<file path="config.mk">
export PLATFORM = sky130hd
export DESIGN_NAME = regfile_bram
export DESIGN_NICKNAME = d
export VERILOG_FILES = /design/src/rtl/regfile_bram.sv
export SDC_FILE = /design/constraint.sdc
export NUM_CORES = 1
export LEC_CHECK = 0
export CAP_MARGIN = 15
export CORE_MARGIN = 2
export CORE_UTILIZATION = 40
export CTS_CLUSTER_DIAMETER = 30
export DETAILED_ROUTE_END_ITERATION = 10
export GPL_ROUTABILITY_DRIVEN = 0
export MAX_ROUTING_LAYER = met4
export PLACE_DENSITY_LB_ADDON = 0.12
export REMOVE_ABC_BUFFERS = 1
export SLEW_MARGIN = 20
export SYNTH_ARGS = -nofsm -noshare
export SYNTH_HDL_FRONTEND = slang
export SYNTH_SLANG_ARGS = --single-unit
</file>
<file path="constraint.sdc">
create_clock -name clk -period 3.9 [get_ports clk]
set_input_delay 0.78 -clock clk [delete_from_list [all_inputs] [get_ports clk]]
set_output_delay 0.78 -clock clk [all_outputs]
set_load 0.005 [all_outputs]
</file>
<file path="src/rtl/regfile_bram.sv">
// Register file with registered dual read ports, one write port and a hard-wired zero
// register; a sequential clear engine zeroes the array. Optional macro: REGFILE_BYPASS_EN.
module regfile_bram #(
  parameter int DATA_W = 32,
  parameter int ADDR_W = 5
) (
  input  logic              clk,
  input  logic              rst,
  input  logic [ADDR_W-1:0] r_addr_reg1,
  output logic [DATA_W-1:0] r_data_reg1,
  input  logic [ADDR_W-1:0] r_addr_reg2,
  output logic [DATA_W-1:0] r_data_reg2,
  input  logic [ADDR_W-1:0] w_addr_reg,
  input  logic [DATA_W-1:0] w_data_reg,
  input  logic              w,
  input  logic              clr,
  output logic              busy
);

  localparam int DEPTH = 2**ADDR_W;
  localparam logic [ADDR_W-1:0] LAST = '1;

  typedef enum logic {CLEAR = 1'b0, RUN = 1'b1} state_t;

  state_t            r_state, w_state_nxt;
  logic [ADDR_W-1:0] r_cnt, w_cnt_nxt;
  logic [DATA_W-1:0] r_mem [DEPTH];

  logic              w_we;
  logic [ADDR_W-1:0] w_waddr;
  logic [DATA_W-1:0] w_wdata;
  logic              w_zero_rd;
  logic              w_byp1, w_byp2;

  always_ff @(posedge clk or negedge rst) begin
    if (!rst) begin
      r_state <= CLEAR;
      r_cnt   <= '0;
    end else begin
      r_state <= w_state_nxt;
      r_cnt   <= w_cnt_nxt;
    end
  end

  // The clear engine and the user write share the single array write port.
  always_comb begin
    w_state_nxt = r_state;
    w_cnt_nxt   = r_cnt;
    w_we        = 1'b0;
    w_waddr     = w_addr_reg;
    w_wdata     = w_data_reg;
    case (r_state)
      CLEAR: begin
        w_we    = 1'b1;
        w_waddr = r_cnt;
        w_wdata = '0;
        if (clr) begin
          w_cnt_nxt = '0;
        end else if (r_cnt == LAST) begin
          w_state_nxt = RUN;
          w_cnt_nxt   = '0;
        end else begin
          w_cnt_nxt = r_cnt + 1'b1;
        end
      end
      RUN: begin
        if (clr) begin
          w_state_nxt = CLEAR;
          w_cnt_nxt   = '0;
        end else begin
          w_we = w && (w_addr_reg != '0);
        end
      end
      default: w_state_nxt = CLEAR;
    endcase
  end

  always_ff @(posedge clk) begin
    if (w_we) r_mem[w_waddr] <= w_wdata;
  end

  assign busy      = (r_state == CLEAR);
  assign w_zero_rd = (r_state == CLEAR) || clr;

`ifdef REGFILE_BYPASS_EN
  assign w_byp1 = w_we && (r_state == RUN) && (w_addr_reg == r_addr_reg1);
  assign w_byp2 = w_we && (r_state == RUN) && (w_addr_reg == r_addr_reg2);
`else
  assign w_byp1 = 1'b0;
  assign w_byp2 = 1'b0;
`endif

  always_ff @(posedge clk or negedge rst) begin
    if (!rst) begin
      r_data_reg1 <= '0;
      r_data_reg2 <= '0;
    end else begin
      if (w_zero_rd || r_addr_reg1 == '0) r_data_reg1 <= '0;
      else if (w_byp1)                    r_data_reg1 <= w_data_reg;
      else                                r_data_reg1 <= r_mem[r_addr_reg1];
      if (w_zero_rd || r_addr_reg2 == '0) r_data_reg2 <= '0;
      else if (w_byp2)                    r_data_reg2 <= w_data_reg;
      else                                r_data_reg2 <= r_mem[r_addr_reg2];
    end
  end

endmodule

</file>
* After elaboration in Yosys (flattened, before gate mapping)
Memory sizes are Yosys's and may differ from the RTL's.
Index checks and enable logic that the tools add are counted.
** Cells by class
- Reductions and logical operators :: 7
- Add/subtract/negate cells :: 1
- Bitwise gates (word level) :: 1
- Mux-type cells :: 16
- Equal/unequal tests :: 2
** Operators by type and width (count)
- 32-bit 2-to-1 mux :: 3
- 5-bit 2-to-1 mux :: 4
- 5-bit zero test :: 2
- 5-bit one-hot mux with 2 select lines :: 1
- 1-bit 2-to-1 mux :: 6
- 5-bit by 1-bit adder with 5-bit output (second input constant) :: 1
- 5-bit == test (second input constant) :: 1
- 5-bit nonzero test :: 1
- 1-bit one-hot mux with 2 select lines :: 2
- 1-bit logical OR :: 3
- 2-bit inequality test (second input constant) :: 1
- 1-bit logical AND :: 1
- 1-bit NOT :: 1
** Word-level totals
- Flip-flop bits (word level) :: 70
- Memories :: 1
- Bits of input ports :: 51
- Logic and storage cells :: 32
- RAM bits :: 1024
** Memories
- r_mem :: words 32, bits a word 32, read ports 2, clocked after Yosys merged registers in 0, write ports 1, RTL line 27 : logic [DATA_W-1:0] r_mem [DEPTH];

* Depth between registers and ports, before layout
- Depth in word-level cells :: 6
- Depth in mapped cells :: 8

* Worst setup path after synthesis
Ideal clock, no wire load.
- Path type :: input port to flip-flop
- From :: in clr
- To :: mem r_mem[0][0], enable pin
- Required time :: 3.479 ns
- Path slack :: 0.429 ns
- Stages on the path :: 6
- Path buffers :: 2
- Arrival :: 3.049 ns
- Setup time :: 0.421 ns
- Path through :: clkbuf_1 nor3b_1 a31oi_1 or2_2 buf_2 nor2_1
** On the way
- Longest elaborated chain between the ends :: 4
** RTL lines
- start: declaration :: RTL line 16 : input logic clr,
- 1-bit 2-to-1 mux :: RTL line 67 : if (clr) begin
- 1-bit one-hot mux with 2 select lines :: RTL line 52 : case (r_state)
- 1-bit 2-to-1 mux :: RTL line 79 : if (w_we) r_mem[w_waddr] <= w_wdata;
- 1-bit 2-to-1 mux (implied by the code) :: RTL line 79
- end: declaration :: RTL line 27
No other way between the ends.

* Worst setup path after layout
- From :: reg r_data_reg2[15]
- To :: out r_data_reg2[15]
** RTL lines
- start: declaration :: RTL line 12 : output logic [DATA_W-1:0] r_data_reg2,
- start signal: assignment :: RTL line 102 : else if (w_byp2) r_data_reg2 <= w_data_reg;
- start signal: assignment :: RTL line 103 : else r_data_reg2 <= r_mem[r_addr_reg2];
No word-level cell between the ends.

==> results.txt <==
Part of the cycle the worst path needs = 0.728
Cell Int Power = 29100 uW
Pins over their slew limit = 0
Predominant post-synthesis flop cell = edfxtp_1
Post-synth top area cell = edfxtp_1
TritonRoute pass-1 iters = 6
Setup Skew = 0.0491 ns
Post-DP HPWL = 106000 microns
Req. time, crit path = 3.12 ns
Syn Area/Cell = 16.2 sq um
Post-synth EDFFs = 1024
Reg2Reg Setup Slack = 1.13 ns
Min setup slack post-route = 1.06 ns
RR Startpoint = r_state
Num CTS Buffers = 274
Worst Path Arrival = 2.06 ns
DRC violations left = 0
Number of setup violations in the final report = 0
Worst min-delay path class = in -> async
Layout cells sized above 1 = 0.200
Reg2reg end = r_mem[6][25]
Vias post-DR = 32500
XOR/XNOR share of the synthesized area = 0
Adder-Cell Fraction of Synth Area = 0.000491
CP Buf/Inv Count = 1
CP startpoint kind = flip-flop
Maximum number of pins on one net before global-route repair = 79
Iter 0 DRT Violations = 3613
I/O Buffers = 115
Reg power frac = 0.351
Crit Path Category = reg -> out
Sw Share = 0.209
Switching pwr = 7670 uW
Root Driver = clkbuf_16
Post-route cell area = 64100 sq um
Yosys top cell area share = 0.604
Seq. cell area = 32500 sq um
Global route overflow = 0
Outcome = finished clean
Row count = 130
Avg WL per Cell = 32.4 microns
Syn Inst Count = 3148
Via density = 6.11
Vias in the first global route = 33400
Clock power share = 0.602
Multiplexer share of the synthesized area = 0.231
Multi-input logic area = 17400 sq um
Total GRT Usage = 0.268
Slew at the pin with the worst max-slew slack = 1.08 ns
Gate power share = 0.047
Crit end category = output port
Initial antenna violation count = 11
Slowest-stage cell, CP = clkdlybuf4s50_1
CP Launch Point = r_data_reg2[15]
Area growth syn-to-layout = 25.8%
Crit-path leading delay family = buffers and inverters
Core area = 126000 sq um
Commonest cells after routing, fill and taps aside = edfxtp_1, mux2i_1, a22oi_1
Cells on worst reg2reg path = 7
Die extent in x = 361 microns
Fill cell total of the finished layout = 10200
Pre-CTS WS = 0.403 ns
Worst skew pair latency = 0.88 ns
Initial Utilization = 0.404
Slew Limit Headroom = 0.278
F_max = 0.352 GHz
Final WL = 172000 microns
Max VDD drop = 393 uV
Die H = 361 microns
Synth Warn # = 0
Worst path max stage delay = 0.61 ns
Cell depth of the worst setup path = 1
Simple-gate share of the synthesized area = 0.0446
Post-synth ARST share = 0.0640
CP max FO = 1
Synth Cell Area = 50900 sq um
Die area = 130000 sq um
CTS tree = yes
Yosys reg bits = 1094
# clock sinks = 1094
RSZ-0062 raised after global routing = false
Fin crit period = 2.84 ns
Layout Nets = 3523
Final core utilization = 0.509
First-pass GRT wire length = 242000 microns
Synth top area cells = edfxtp_1, mux2i_1, mux4_1
Main combinational cell family by area after synthesis = multiplexers
Final Total Pwr = 36700 uW
Sequential area share after synthesis = 0.638
Critical Path End = r_data_reg2[15]
Clk pin slew, worst setup/hold paths = 0.04 ns
PwrDens = 573 nW/um^2
Netlist cell types = 40
Placed Area = 55100 sq um
Final ANT Viol Nets = 0
H-tree lvl count = 5
Hold Vio Cnt, Final = 0
Max_cap viols = 0
LEAKAGE = 0.0244 uW
Commonest non-fill, non-tap cell in the layout = edfxtp_1
Setup TNS = 0 ns
Crit-path cells = clkdlybuf4s50_1
Max clock buf depth = 4
Post-synthesis compound-gate area fraction = 0.0581
I/O Pins = 116
-- cell usage after synthesis (2+ instances only) --
cell type  instances
buf_4             68
buf_2             54
clkbuf_4           4
o21ai_0            4
and2_1            36
buf_1              7
a22oi_1          384
dfrtp_1           70
nand4_1           65
nand2_1           73
nor3_1             4
nor2_1            44
a31oi_1            2
and3_1             3
edfxtp_1        1024
mux4_2            14
mux4_1           114
nor2b_1            8
inv_1              4
a21oi_1            3
nor3b_1            3
mux2_2            66
clkbuf_1          91
buf_6             20
nor3b_2            2
mux2i_1          771
ha_1               2
nand2b_1           3
nor4_2             2
nand3_1          193
-- worst min path at each step --
| stage | end | slack [ns] | cells after the start |
|---|---|---|---|
| 4_1_cts | r_data_reg2[15] | 0.52 | 2 |
| 5_1_grt | r_data_reg2[15] | 0.59 | 2 |
| 2_1_floorplan | r_cnt[0] | 0.48 | 0 |
| 6_report | r_data_reg2[15] | 0.55 | 2 |
| 3_3_place_gp | r_cnt[3] | 0.57 | 2 |
| 3_5_place_dp | r_cnt[3] | 0.61 | 2 |
-- registers in the layout, indices dropped and copies added, names as in the netlist --
name	flops
r_cnt	5
r_data_reg2	32
r_mem	1024
r_data_reg1	32
r_state	1
-- power by group through the flow --
stage               clock, uW  combinational [uW]  sequential [uW]
floorplan                   0                 854            13100
global placement            0                1720            13100
detailed placement          0                1730            13100
CTS                     22300                1740            12900
global route            23000                1820            12900
finish                  22100                1730            12900
-- area by class of cell --
type / instances / area share
Timing Repair Buffer: 290 / 0.0481
Tap cell: 1650 / 0.0322
Sequential cell: 1094 / 0.507
Clock inverter: 151 / 0.0274
Multi-Input combinational cell: 1806 / 0.272
Clock buffer: 326 / 0.114
Inverter: 4 / 0.000234
Antenna cell: 1 / 0.0000390
-- metrics by stage --
stage / std cells / hold slack (ns)
floorplan: 2904 / 0.484
global placement: 4843 / 0.575
detailed placement: 4843 / 0.609
CTS: 5321 / 0.518
global route: 5321 / 0.593
finish: 5322 / 0.548
-- metal layers --
metal	track usage	wire, microns	vias up
li1	-	-	13700
met1	0.370	75700	17100
met2	0.401	78600	1507
met3	0.0593	14300	292
met4	0.0704	3550	0
met5	-	0	-
-- kinds of logic after synthesis --
family                   after synthesis
flip-flops                          1094
multiplexers                         965
AND/OR/NAND/NOR                      443
AO/OA/AOI/OAI                        396
buffers and inverters                248
adder cells (fa/ha/maj)                2
-- timing repair --
action | in CTS | in global routing
hold endpoints to repair | 2 | 0
resized for setup | 0 | 0
hold buffers | 1 | 0
buffers inserted | 0 | 0
No activity file was read; power rests on OpenSTA's default activity.
